`src/rtl/button_pkg.sv`:
```
// Shared types and sizing helpers for the push-button conditioner.
package button_pkg;

    typedef enum logic [1:0] {
        RPT_IDLE   = 2'd0,
        RPT_DELAY  = 2'd1,
        RPT_REPEAT = 2'd2
    } rpt_state_t;

    localparam int unsigned DEF_N_BTN        = 5;
    localparam int unsigned DEF_SYNC_STAGES  = 2;
    localparam int unsigned DEF_STABLE_TICKS = 3;
    localparam int unsigned DEF_REPEAT_DELAY = 50;
    localparam int unsigned DEF_REPEAT_RATE  = 10;

    // Bits needed to hold 0..max_val; never less than one bit.
    function automatic int unsigned cnt_width(input int unsigned max_val);
        if (max_val == 0) begin
            return 1;
        end
        return $clog2(max_val + 1);
    endfunction

endpackage

```
`src/rtl/debounce_channel.sv`:
```
// One button channel: synchroniser, tick-sampled debounce counter, strobes and auto-repeat FSM.
module debounce_channel
    import button_pkg::*;
#(
    parameter int unsigned SYNC_STAGES  = DEF_SYNC_STAGES,
    parameter int unsigned STABLE_TICKS = DEF_STABLE_TICKS,
    parameter bit          ACTIVE_LOW   = 1'b0,
    parameter int unsigned REPEAT_DELAY = DEF_REPEAT_DELAY,
    parameter int unsigned REPEAT_RATE  = DEF_REPEAT_RATE
) (
    input  logic clk,
    input  logic rst_n,
    input  logic tick_pulse,
    input  logic raw,
    output logic level,
    output logic press,
    output logic lift,
    output logic rpt
);

    localparam int unsigned RPT_MAX = (REPEAT_DELAY > REPEAT_RATE) ? REPEAT_DELAY : REPEAT_RATE;
    localparam int unsigned CNT_W   = cnt_width(STABLE_TICKS);
    localparam int unsigned RCNT_W  = cnt_width(RPT_MAX);

    localparam logic [CNT_W-1:0]  CNT_LAST   = CNT_W'(STABLE_TICKS - 1);
    localparam logic [RCNT_W-1:0] DELAY_LAST = RCNT_W'(REPEAT_DELAY - 1);
    localparam logic [RCNT_W-1:0] RATE_LAST  = RCNT_W'(REPEAT_RATE - 1);

    logic [SYNC_STAGES-1:0] sync_q;
    logic                   s;
    logic [CNT_W-1:0]       cnt_q, cnt_d;
    logic                   level_q, level_d;
    logic                   flip, rise, fall;
    rpt_state_t             state_q, state_d;
    logic [RCNT_W-1:0]      rcnt_q, rcnt_d;
    logic                   press_q, lift_q, rpt_q, rpt_d;

    assign s    = sync_q[SYNC_STAGES-1] ^ ACTIVE_LOW;
    assign rise = flip & ~level_q;
    assign fall = flip & level_q;

    always_ff @(posedge clk or negedge rst_n) begin
        if (!rst_n) begin
            sync_q  <= '0;
            cnt_q   <= '0;
            level_q <= 1'b0;
            state_q <= RPT_IDLE;
            rcnt_q  <= '0;
            press_q <= 1'b0;
            lift_q  <= 1'b0;
            rpt_q   <= 1'b0;
        end else begin
            sync_q  <= {sync_q[SYNC_STAGES-2:0], raw};
            cnt_q   <= cnt_d;
            level_q <= level_d;
            state_q <= state_d;
            rcnt_q  <= rcnt_d;
            press_q <= rise;
            lift_q  <= fall;
            rpt_q   <= rpt_d;
        end
    end

    // A single agreeing sample clears all accumulated disagreement.
    always_comb begin
        cnt_d   = cnt_q;
        level_d = level_q;
        flip    = 1'b0;
        if (tick_pulse) begin
            if (s == level_q) begin
                cnt_d = '0;
            end else if (cnt_q == CNT_LAST) begin
                level_d = ~level_q;
                cnt_d   = '0;
                flip    = 1'b1;
            end else begin
                cnt_d = cnt_q + CNT_W'(1);
            end
        end
    end

    // Release wins over any repeat due in the same cycle.
    always_comb begin
        state_d = state_q;
        rcnt_d  = rcnt_q;
        rpt_d   = 1'b0;
        if (fall) begin
            state_d = RPT_IDLE;
            rcnt_d  = '0;
        end else begin
            case (state_q)
                RPT_IDLE: begin
                    if (rise) begin
                        state_d = RPT_DELAY;
                        rcnt_d  = '0;
                    end
                end
                RPT_DELAY: begin
                    if (tick_pulse) begin
                        if (rcnt_q == DELAY_LAST) begin
                            rpt_d   = 1'b1;
                            rcnt_d  = '0;
                            state_d = RPT_REPEAT;
                        end else begin
                            rcnt_d = rcnt_q + RCNT_W'(1);
                        end
                    end
                end
                RPT_REPEAT: begin
                    if (tick_pulse) begin
                        if (rcnt_q == RATE_LAST) begin
                            rpt_d  = 1'b1;
                            rcnt_d = '0;
                        end else begin
                            rcnt_d = rcnt_q + RCNT_W'(1);
                        end
                    end
                end
                default: begin
                    state_d = RPT_IDLE;
                    rcnt_d  = '0;
                end
            endcase
        end
    end

    assign level = level_q;
    assign press = press_q;
    assign lift  = lift_q;
    assign rpt   = rpt_q;

endmodule

```
`src/rtl/button_conditioner.sv`:
```
// Multi-channel button conditioner: shared sampling-tick edge detector feeding N debounce channels.
module button_conditioner
    import button_pkg::*;
#(
    parameter int unsigned N_BTN        = DEF_N_BTN,
    parameter int unsigned SYNC_STAGES  = DEF_SYNC_STAGES,
    parameter int unsigned STABLE_TICKS = DEF_STABLE_TICKS,
    parameter bit          ACTIVE_LOW   = 1'b0,
    parameter int unsigned REPEAT_DELAY = DEF_REPEAT_DELAY,
    parameter int unsigned REPEAT_RATE  = DEF_REPEAT_RATE
) (
    input  logic             clk,
    input  logic             rst_n,
    input  logic             tick_in,
    input  logic [N_BTN-1:0] btn_raw,
    output logic [N_BTN-1:0] btn_level,
    output logic [N_BTN-1:0] btn_press,
    output logic [N_BTN-1:0] btn_release,
    output logic [N_BTN-1:0] btn_repeat
);

    logic [1:0] tick_q;
    logic       tick_pulse;

    // History resets low, so a tick already high at reset release yields one pulse.
    always_ff @(posedge clk or negedge rst_n) begin
        if (!rst_n) begin
            tick_q <= '0;
        end else begin
            tick_q <= {tick_q[0], tick_in};
        end
    end

    assign tick_pulse = tick_q[0] & ~tick_q[1];

    for (genvar i = 0; i < N_BTN; i++) begin : g_ch
        debounce_channel #(
            .SYNC_STAGES  (SYNC_STAGES),
            .STABLE_TICKS (STABLE_TICKS),
            .ACTIVE_LOW   (ACTIVE_LOW),
            .REPEAT_DELAY (REPEAT_DELAY),
            .REPEAT_RATE  (REPEAT_RATE)
        ) u_ch (
            .clk        (clk),
            .rst_n      (rst_n),
            .tick_pulse (tick_pulse),
            .raw        (btn_raw[i]),
            .level      (btn_level[i]),
            .press      (btn_press[i]),
            .lift       (btn_release[i]),
            .rpt        (btn_repeat[i])
        );
    end

endmodule
```
`config.mk`:
```
export PLATFORM = sky130hd
export DESIGN_NAME = button_conditioner
export DESIGN_NICKNAME = d
export VERILOG_FILES = /design/src/rtl/button_pkg.sv /design/src/rtl/debounce_channel.sv /design/src/rtl/button_conditioner.sv
export SDC_FILE = /design/constraint.sdc
export NUM_CORES = 1
export LEC_CHECK = 0
export BUFFER_PORTS_ARGS = -buffer_cell sky130_fd_sc_hd__buf_2
export CAP_MARGIN = 5
export CELL_PAD_IN_SITES_DETAIL_PLACEMENT = 1
export CELL_PAD_IN_SITES_GLOBAL_PLACEMENT = 2
export CORE_ASPECT_RATIO = 0.9
export CORE_MARGIN = 5
export CORE_UTILIZATION = 44
export CTS_CLUSTER_SIZE = 14
export DETAILED_ROUTE_END_ITERATION = 7
export PLACE_DENSITY_LB_ADDON = 0.05
export SLEW_MARGIN = 40
export SYNTH_ARGS = -nofsm -noshare
export SYNTH_HDL_FRONTEND = slang
export SYNTH_HIERARCHICAL = 1
export SYNTH_SLANG_ARGS = --single-unit
```
`constraint.sdc`:
```
create_clock -name clk -period 2.6 [get_ports clk]
set_clock_uncertainty 0.05 [all_clocks]
set_input_delay 0.52 -clock clk [delete_from_list [all_inputs] [get_ports clk]]
set_output_delay 0.52 -clock clk [all_outputs]
set_load 0.01 [all_outputs]
```
==> flow_summary_export.csv, run 1 <==
group,metric,value,unit
hold_path,holdCritPathClass,"in2async",
sta,report.final.hold_viol_count,0,
cells_and_area,most_used_cells_in_the_layout_excluding_fill_and_tap_cells,"dfrtp_1 (82), nand2_1 (55), inv_1 (45)",
cts,cts_resized,0,
cts,cts_max_path_buffers,2,
yosys,post_synthesis_register_bit_count,82,
sta,number_of_pins_exceeding_their_max_slew_limit_in_the_final_report,0,
cells_and_area,areaGrowthSynthToFinish,14.1,%
setup_path,rr_endpoint,"g_ch[3].u_ch/state_q[0]",
routing,route.vias.total,3588,
setup_path,critical_path_launch_point_type,"flip-flop",
yosys,yosys-top-cells-area,"dfrtp_1 (42%), ha_1 (7.8%), nand2_1 (4.3%)",
sta,period_share,76.4,%
global_route,number_of_antenna_violations_at_the_first_check_in_global_routing,0,
floorplanning,fp.dieArea,13200,sq um
sta,transition_time_at_the_pin_with_the_least_slew_margin,0.485,ns
routing,drt_iter0_drc,115,
power,combPwrFrac,43.1,%
sta,max_freq,504,MHz
setup_path,reg2reg_from,"tick_q[1]",
yosys,synth-edff-count,0,
power,total_leakage_power,2.39,nW
yosys,synth.yosys.warnings,6,
power,maximum_ir_drop_on_the_vdd_rail,0.399,mV
floorplanning,dieHeight,109,um
cells_and_area,mostFrequentLayoutCell,"dfrtp_1",
global_route,grt_pass1_wl,18.3,mm
yosys,syn_nets,501,
cts,cts_htree_levels,3,
power,clock_power_share,25.8,%
cells_and_area,nFillCells,1207,
yosys,asyncSetResetFlopFracSynth,100,%
yosys,combined_area_of_all_synthesized_cells,4830,sq um
global_route,grt_max_degree,48,
global_route,grt_pass1_vias,3762,
placement,place_inst,626,
power,report.power.total,5.64,mW
floorplanning,die-width,120,um
global_route,gr-usage-all-layers,17.2,%
routing,ant_nets,0,
routing,total_drc_errors_in_the_routed_layout,0,
cts,ctsHoldBuffers,0,
placement,globalplace.congestion,0.769,
routing,finalWirelength,10.7,mm
setup_path,worstPathMaxFanout,20,
cts,number_of_buffers_added_by_the_clock_tree_synthesis_step,9,
power,seq_pwr_share,31.1,%
cts,cts_setup_buffers,0,
sta,grt_setup_unrepaired,"no",
cells_and_area,antenna-diode-count,0,
sta,finalCriticalPeriod,1.99,ns
cts,tritoncts_num_sinks,82,
setup_path,worstSetupEndpointType,"flip-flop",
flow_run,timing.max_cap.violations,0,
floorplanning,ios,28,
floorplanning,floorplan.initialDensity,44.9,%
cts,tritoncts,"built",
placement,dp.final_hpwl,7.86,mm
setup_path,setup.worst_path.class,"reg2reg",
setup_path,reg2reg_slack,0.61,ns
setup_path,critical_path_arrival,2.17,ns
sta,final.setup.tns,0,ns
sta,setup_viol,0,
routing,viasPerCell,5.59,
cells_and_area,design.final.nets,542,
power,p_switching,2.18,mW
placement,port_buffers,27,
cts,path_clk_slew,0.06,ns
power,netSwitchingFraction,38.7,%
yosys,synth_largest_type_area_fraction,42.5,%
routing,route.detailed.wl_per_inst,16.6,um
yosys,synth_cell_type_count,38,
setup_path,r2r_cells,6,
setup_path,worstSetupStartpoint,"tick_q[1]",
floorplanning,fp-row-count,36,
sta,timing.max_slew.rel_slack,67.6,%
cells_and_area,final_layout_size_suffix_gt1_share,22.0,%
yosys,synth_ff_type,"dfrtp_1",
yosys,avgSynthCellArea,10.4,sq um
run_status,run_status,"completed",
cts,clock_insertion_delay_at_the_later_pin_of_the_skew_report,0.34,ns
cts,clockRootBuffer,"clkbuf_16",
yosys,postSynthCellCount,463,
cells_and_area,finish.cell_count_without_fillers,642,
global_route,global_route.overflow_total,0,
routing,drtPass1Iterations,4,
power,power_density,1020,nW/um^2
floorplanning,core,10800,sq um
setup_path,critPathRequiredTime,2.78,ns
yosys,share_of_synthesized_area_occupied_by_flip_flops_and_latches,42.5,%
power,power_internal,3.46,mW
yosys,synth_area_leader_cell,"dfrtp_1",
cells_and_area,final_core_util,51.2,%
setup_path,setup.worst_path.end,"g_ch[3].u_ch/state_q[0]",
## stage by stage
stage               hold slack (ns)  setup slack (ns)  instance area (sq um)
global placement              0.285             0.678                   5170
finish                       0.0889             0.614                   5510
floorplan                     0.174             0.884                   4830
CTS                           0.108             0.594                   5510
global route                  0.130             0.454                   5510
detailed placement            0.287             0.634                   5170
## critical path: stages, from the launching register on
cell	delay, ns
dfrtp_1	0.39
nor2b_4	0.37
buf_4	0.28
nand3b_1	0.14
o21ai_1	0.31
a31oi_1	0.15
o21a_1	0.18
## sequential cells by signal, indices dropped and copies added (netlist names)
register           cells
g_ch.u_ch/rpt          5
g_ch.u_ch/state_q     10
g_ch.u_ch/level        5
tick_q                 2
g_ch.u_ch/lift         5
g_ch.u_ch/sync_q      10
g_ch.u_ch/press        5
g_ch.u_ch/rcnt_q      30
g_ch.u_ch/cnt_q       10
## cell type report
cell class	count	area, sq um	area share (%)
clock buffers	9	225	4.09
well taps	133	166	3.02
flip-flops and latches	82	2050	37.2
inverters	45	169	3.06
repair buffers	30	173	3.13
multi-input cells	336	2610	47.3
clock inverters	7	118	2.13
## cell usage after synthesis (15+ instances only)
library cell and number:
inv_1 45, dfrtp_1 82, nor2_1 20, ha_1 30, nand2_1 55, nand3b_1 15
a21oi_1 20, nand3_1 20
## how the worst min path moves through the flow
stage,slack (ns),startpoint,to
after floorplan,0.17,rst_n,g_ch[0].u_ch/cnt_q[0]
after global placement,0.29,g_ch[0].u_ch/sync_q[0],g_ch[0].u_ch/sync_q[1]
after detailed placement,0.29,g_ch[2].u_ch/sync_q[0],g_ch[2].u_ch/sync_q[1]
after CTS,0.11,rst_n,g_ch[3].u_ch/rpt
after global routing,0.13,rst_n,g_ch[3].u_ch/rpt
final,0.09,rst_n,g_ch[3].u_ch/rpt
## power groups by stage
stage,registers [mW],clock network [mW],logic (mW)
2_1_floorplan,1.73,0,1.89
5_1_grt,1.80,1.57,2.65
3_5_place_dp,1.78,0,2.42
6_report,1.75,1.46,2.43
3_3_place_gp,1.76,0,2.35
4_1_cts,1.76,1.51,2.45
## cells by family (layout without fill, tap and decap cells)
| kind of cell | count (synthesis) | in the layout | share of synthesized area, % |
|---|---|---|---|
| compound gates | 135 | 135 | 25.4 |
| mux | 5 | 5 | 1.04 |
| simple gates | 151 | 151 | 17.1 |
| buf+inv | 45 | 91 | 3.50 |
| fa+ha+maj | 30 | 30 | 7.77 |
| flops | 82 | 82 | 42.5 |
| xor+xnor | 15 | 15 | 2.72 |
## per-layer routing
layer / global-route usage [%] / part of all wire (%) / wire (um) / vias up
met5: 0 / 0 / 0 / -
met1: 21.7 / 47 / 5040 / 1804
met3: 3.70 / 2.4 / 257 / 9
met2: 29.8 / 49 / 5230 / 32
met4: 5.50 / 1.1 / 122 / 0
li1: - / - / - / 1743
Power figures use the tool's default switching activity.
==> run 2: changes to the inputs <==
CORE_UTILIZATION = 37   (was 44)
clock period = 1.71 ns   (was 2.6 ns; I/O delays follow)
==> run 2 against run 1 <==
Net effect:
- count of clock-buffer cells in the layout unchanged
- sequential share of layout area down 2.6 points
- die area up 17%
==> flow_summary_export.csv, run 2 (synthesis gave the netlist of run 1 again) <==
group,metric,value,unit
run_status,run_status,"completed",
cts,path_clk_slew,0.06,ns
cells_and_area,design.final.nets,567,
global_route,grt_pass1_vias,3800,
cts,tritoncts,"built",
setup_path,rr_endpoint,"g_ch[2].u_ch/rcnt_q[2]",
sta,timing.final.ws_setup,0.0387,ns
sta,transition_time_at_the_pin_with_the_least_slew_margin,0.505,ns
placement,globalplace.congestion,0.779,
cells_and_area,most_used_cells_in_the_layout_excluding_fill_and_tap_cells,"dfrtp_1 (82), nand2_1 (55), inv_1 (45)",
global_route,grt_pass1_wl,18.9,mm
global_route,grt_max_degree,37,
power,maximum_ir_drop_on_the_vdd_rail,0.613,mV
power,total_leakage_power,2.54,nW
setup_path,reg2reg_slack,0.04,ns
hold_path,min_delay_path_depth,1,
cells_and_area,antenna-diode-count,0,
setup_path,worstPathMaxFanout,12,
cts,clockRootBuffer,"clkbuf_16",
floorplanning,fp-row-count,39,
cts,cts_htree_levels,3,
cts,clock_insertion_delay_at_the_later_pin_of_the_skew_report,0.35,ns
setup_path,critPathRequiredTime,1.92,ns
floorplanning,dieHeight,118,um
routing,drt_iter0_drc,118,
sta,holdWs,0.0500,ns
setup_path,setup.worst_path.class,"reg2reg",
sta,setup_viol,0,
hold_path,holdCritPathClass,"in2reg",
placement,dp.final_hpwl,8.21,mm
global_route,number_of_antenna_violations_at_the_first_check_in_global_routing,0,
routing,viasPerCell,5.32,
sta,finalCriticalPeriod,1.67,ns
cells_and_area,stdcell_area,5920,sq um
sta,period_share,97.7,%
flow_run,timing.max_cap.violations,0,
floorplanning,floorplan.initialDensity,37.9,%
setup_path,reg2reg_from,"tick_q[0]",
sta,grt_setup_unrepaired,"yes",
sta,report.final.hold_viol_count,0,
cts,cts_max_path_buffers,2,
routing,route.detailed.wl_per_inst,16.3,um
setup_path,worstSetupEndpointType,"flip-flop",
power,report.power.total,8.96,mW
placement,preCtsSetupSlack,0.00459,ns
cts,tritoncts_num_sinks,82,
global_route,gr-usage-all-layers,15.2,%
routing,ant_nets,0,
cells_and_area,registers.top_by_ff_count,"g_ch.u_ch/rcnt_q",
cells_and_area,mostFrequentLayoutCell,"dfrtp_1",
power,power_density,1510,nW/um^2
hold_path,worst_hold_path.endpoint,"g_ch[0].u_ch/sync_q[0]",
setup_path,critical_path_arrival,1.88,ns
cells_and_area,largest_register_ff_count,30,
floorplanning,die-width,130,um
floorplanning,ios,28,
routing,finalWirelength,11.4,mm
setup_path,critical_path_launch_point_type,"flip-flop",
routing,route.vias.total,3709,
floorplanning,core,12700,sq um
cells_and_area,areaGrowthSynthToFinish,22.6,%
cells_and_area,final_core_util,46.5,%
global_route,global_route.overflow_total,0,
sta,max_freq,598,MHz
cells_and_area,final_layout_size_suffix_gt1_share,28.0,%
sta,number_of_pins_exceeding_their_max_slew_limit_in_the_final_report,0,
cts,number_of_buffers_added_by_the_clock_tree_synthesis_step,9,
routing,total_drc_errors_in_the_routed_layout,0,
routing,drtPass1Iterations,4,
sta,timing.max_slew.rel_slack,66.2,%
floorplanning,fp.dieArea,15400,sq um
hold_path,min-delay-start,"btn_raw[0]",
placement,port_buffers,27,
placement,placement.cell_area,5380,sq um
setup_path,r2r_cells,6,
==> run 2: worst max path at each step <==
stage	to	from	slack, ns	cells after the start
floorplan	g_ch[0].u_ch/rcnt_q[2]	tick_q[1]	-0.006	5
global placement	g_ch[3].u_ch/rcnt_q[2]	g_ch[3].u_ch/state_q[0]	0.07	6
detailed placement	g_ch[2].u_ch/rcnt_q[2]	tick_q[1]	0.005	6
CTS	g_ch[2].u_ch/rcnt_q[2]	tick_q[0]	0.002	6
global route	g_ch[0].u_ch/rcnt_q[2]	tick_q[0]	-0.05	6
finish	g_ch[2].u_ch/rcnt_q[2]	tick_q[0]	0.04	6
==> run 2: power by group <==
part,internal [mW],total (mW),switching (mW),leakage (nW)
clock,1.26,2.05,0.792,0.151
sequential,2.29,2.63,0.344,1.09
combinational,1.91,4.28,2.37,1.30
==> run 2: metal layers <==
layer  up-vias  part of all wire [%]  global-route usage, %
met5         -                     0                      0
met4         0                   1.1                   4.05
met3        12                   3.3                   3.88
met2        40                    46                   23.5
met1      1863                    49                   21.2
li1       1794                     -                      -
==> run 2: worst max-delay path, stage by stage (launching register included) <==
cell	delay, ns
dfrtp_1	0.38
nor2b_4	0.16
buf_12	0.14
and3b_2	0.25
a21boi_4	0.27
o211ai_2	0.14
o211ai_1	0.20
==> run 2: what timing repair did <==
action | CTS | global route
setup buffers | 0 | 4
gates cloned | 0 | 2
gates resized for setup | 1 | 26
hold endpoints to repair | 22 | 0
hold buffers | 1 | 0
endpoints found under the setup margin | 1 | 31
pin swaps | 0 | 22
==> run 2: metrics by stage <==
stage                     setup TNS [ns]  std cells
after detailed placement               0        675
after global routing              -0.411        697
after global placement                 0        675
after CTS                              0        691
final                                  0        697
after floorplan                  -0.0301        463
==> run 2: cell type report <==
type / count / area (sq um)
inverter: 45 / 169
tap: 164 / 205
clock buffer: 9 / 225
sequential: 82 / 2050
fill: 1406 / 6820
clock inverter: 6 / 82.6
multi-input combinational: 336 / 2750
timing repair buffer: 55 / 435
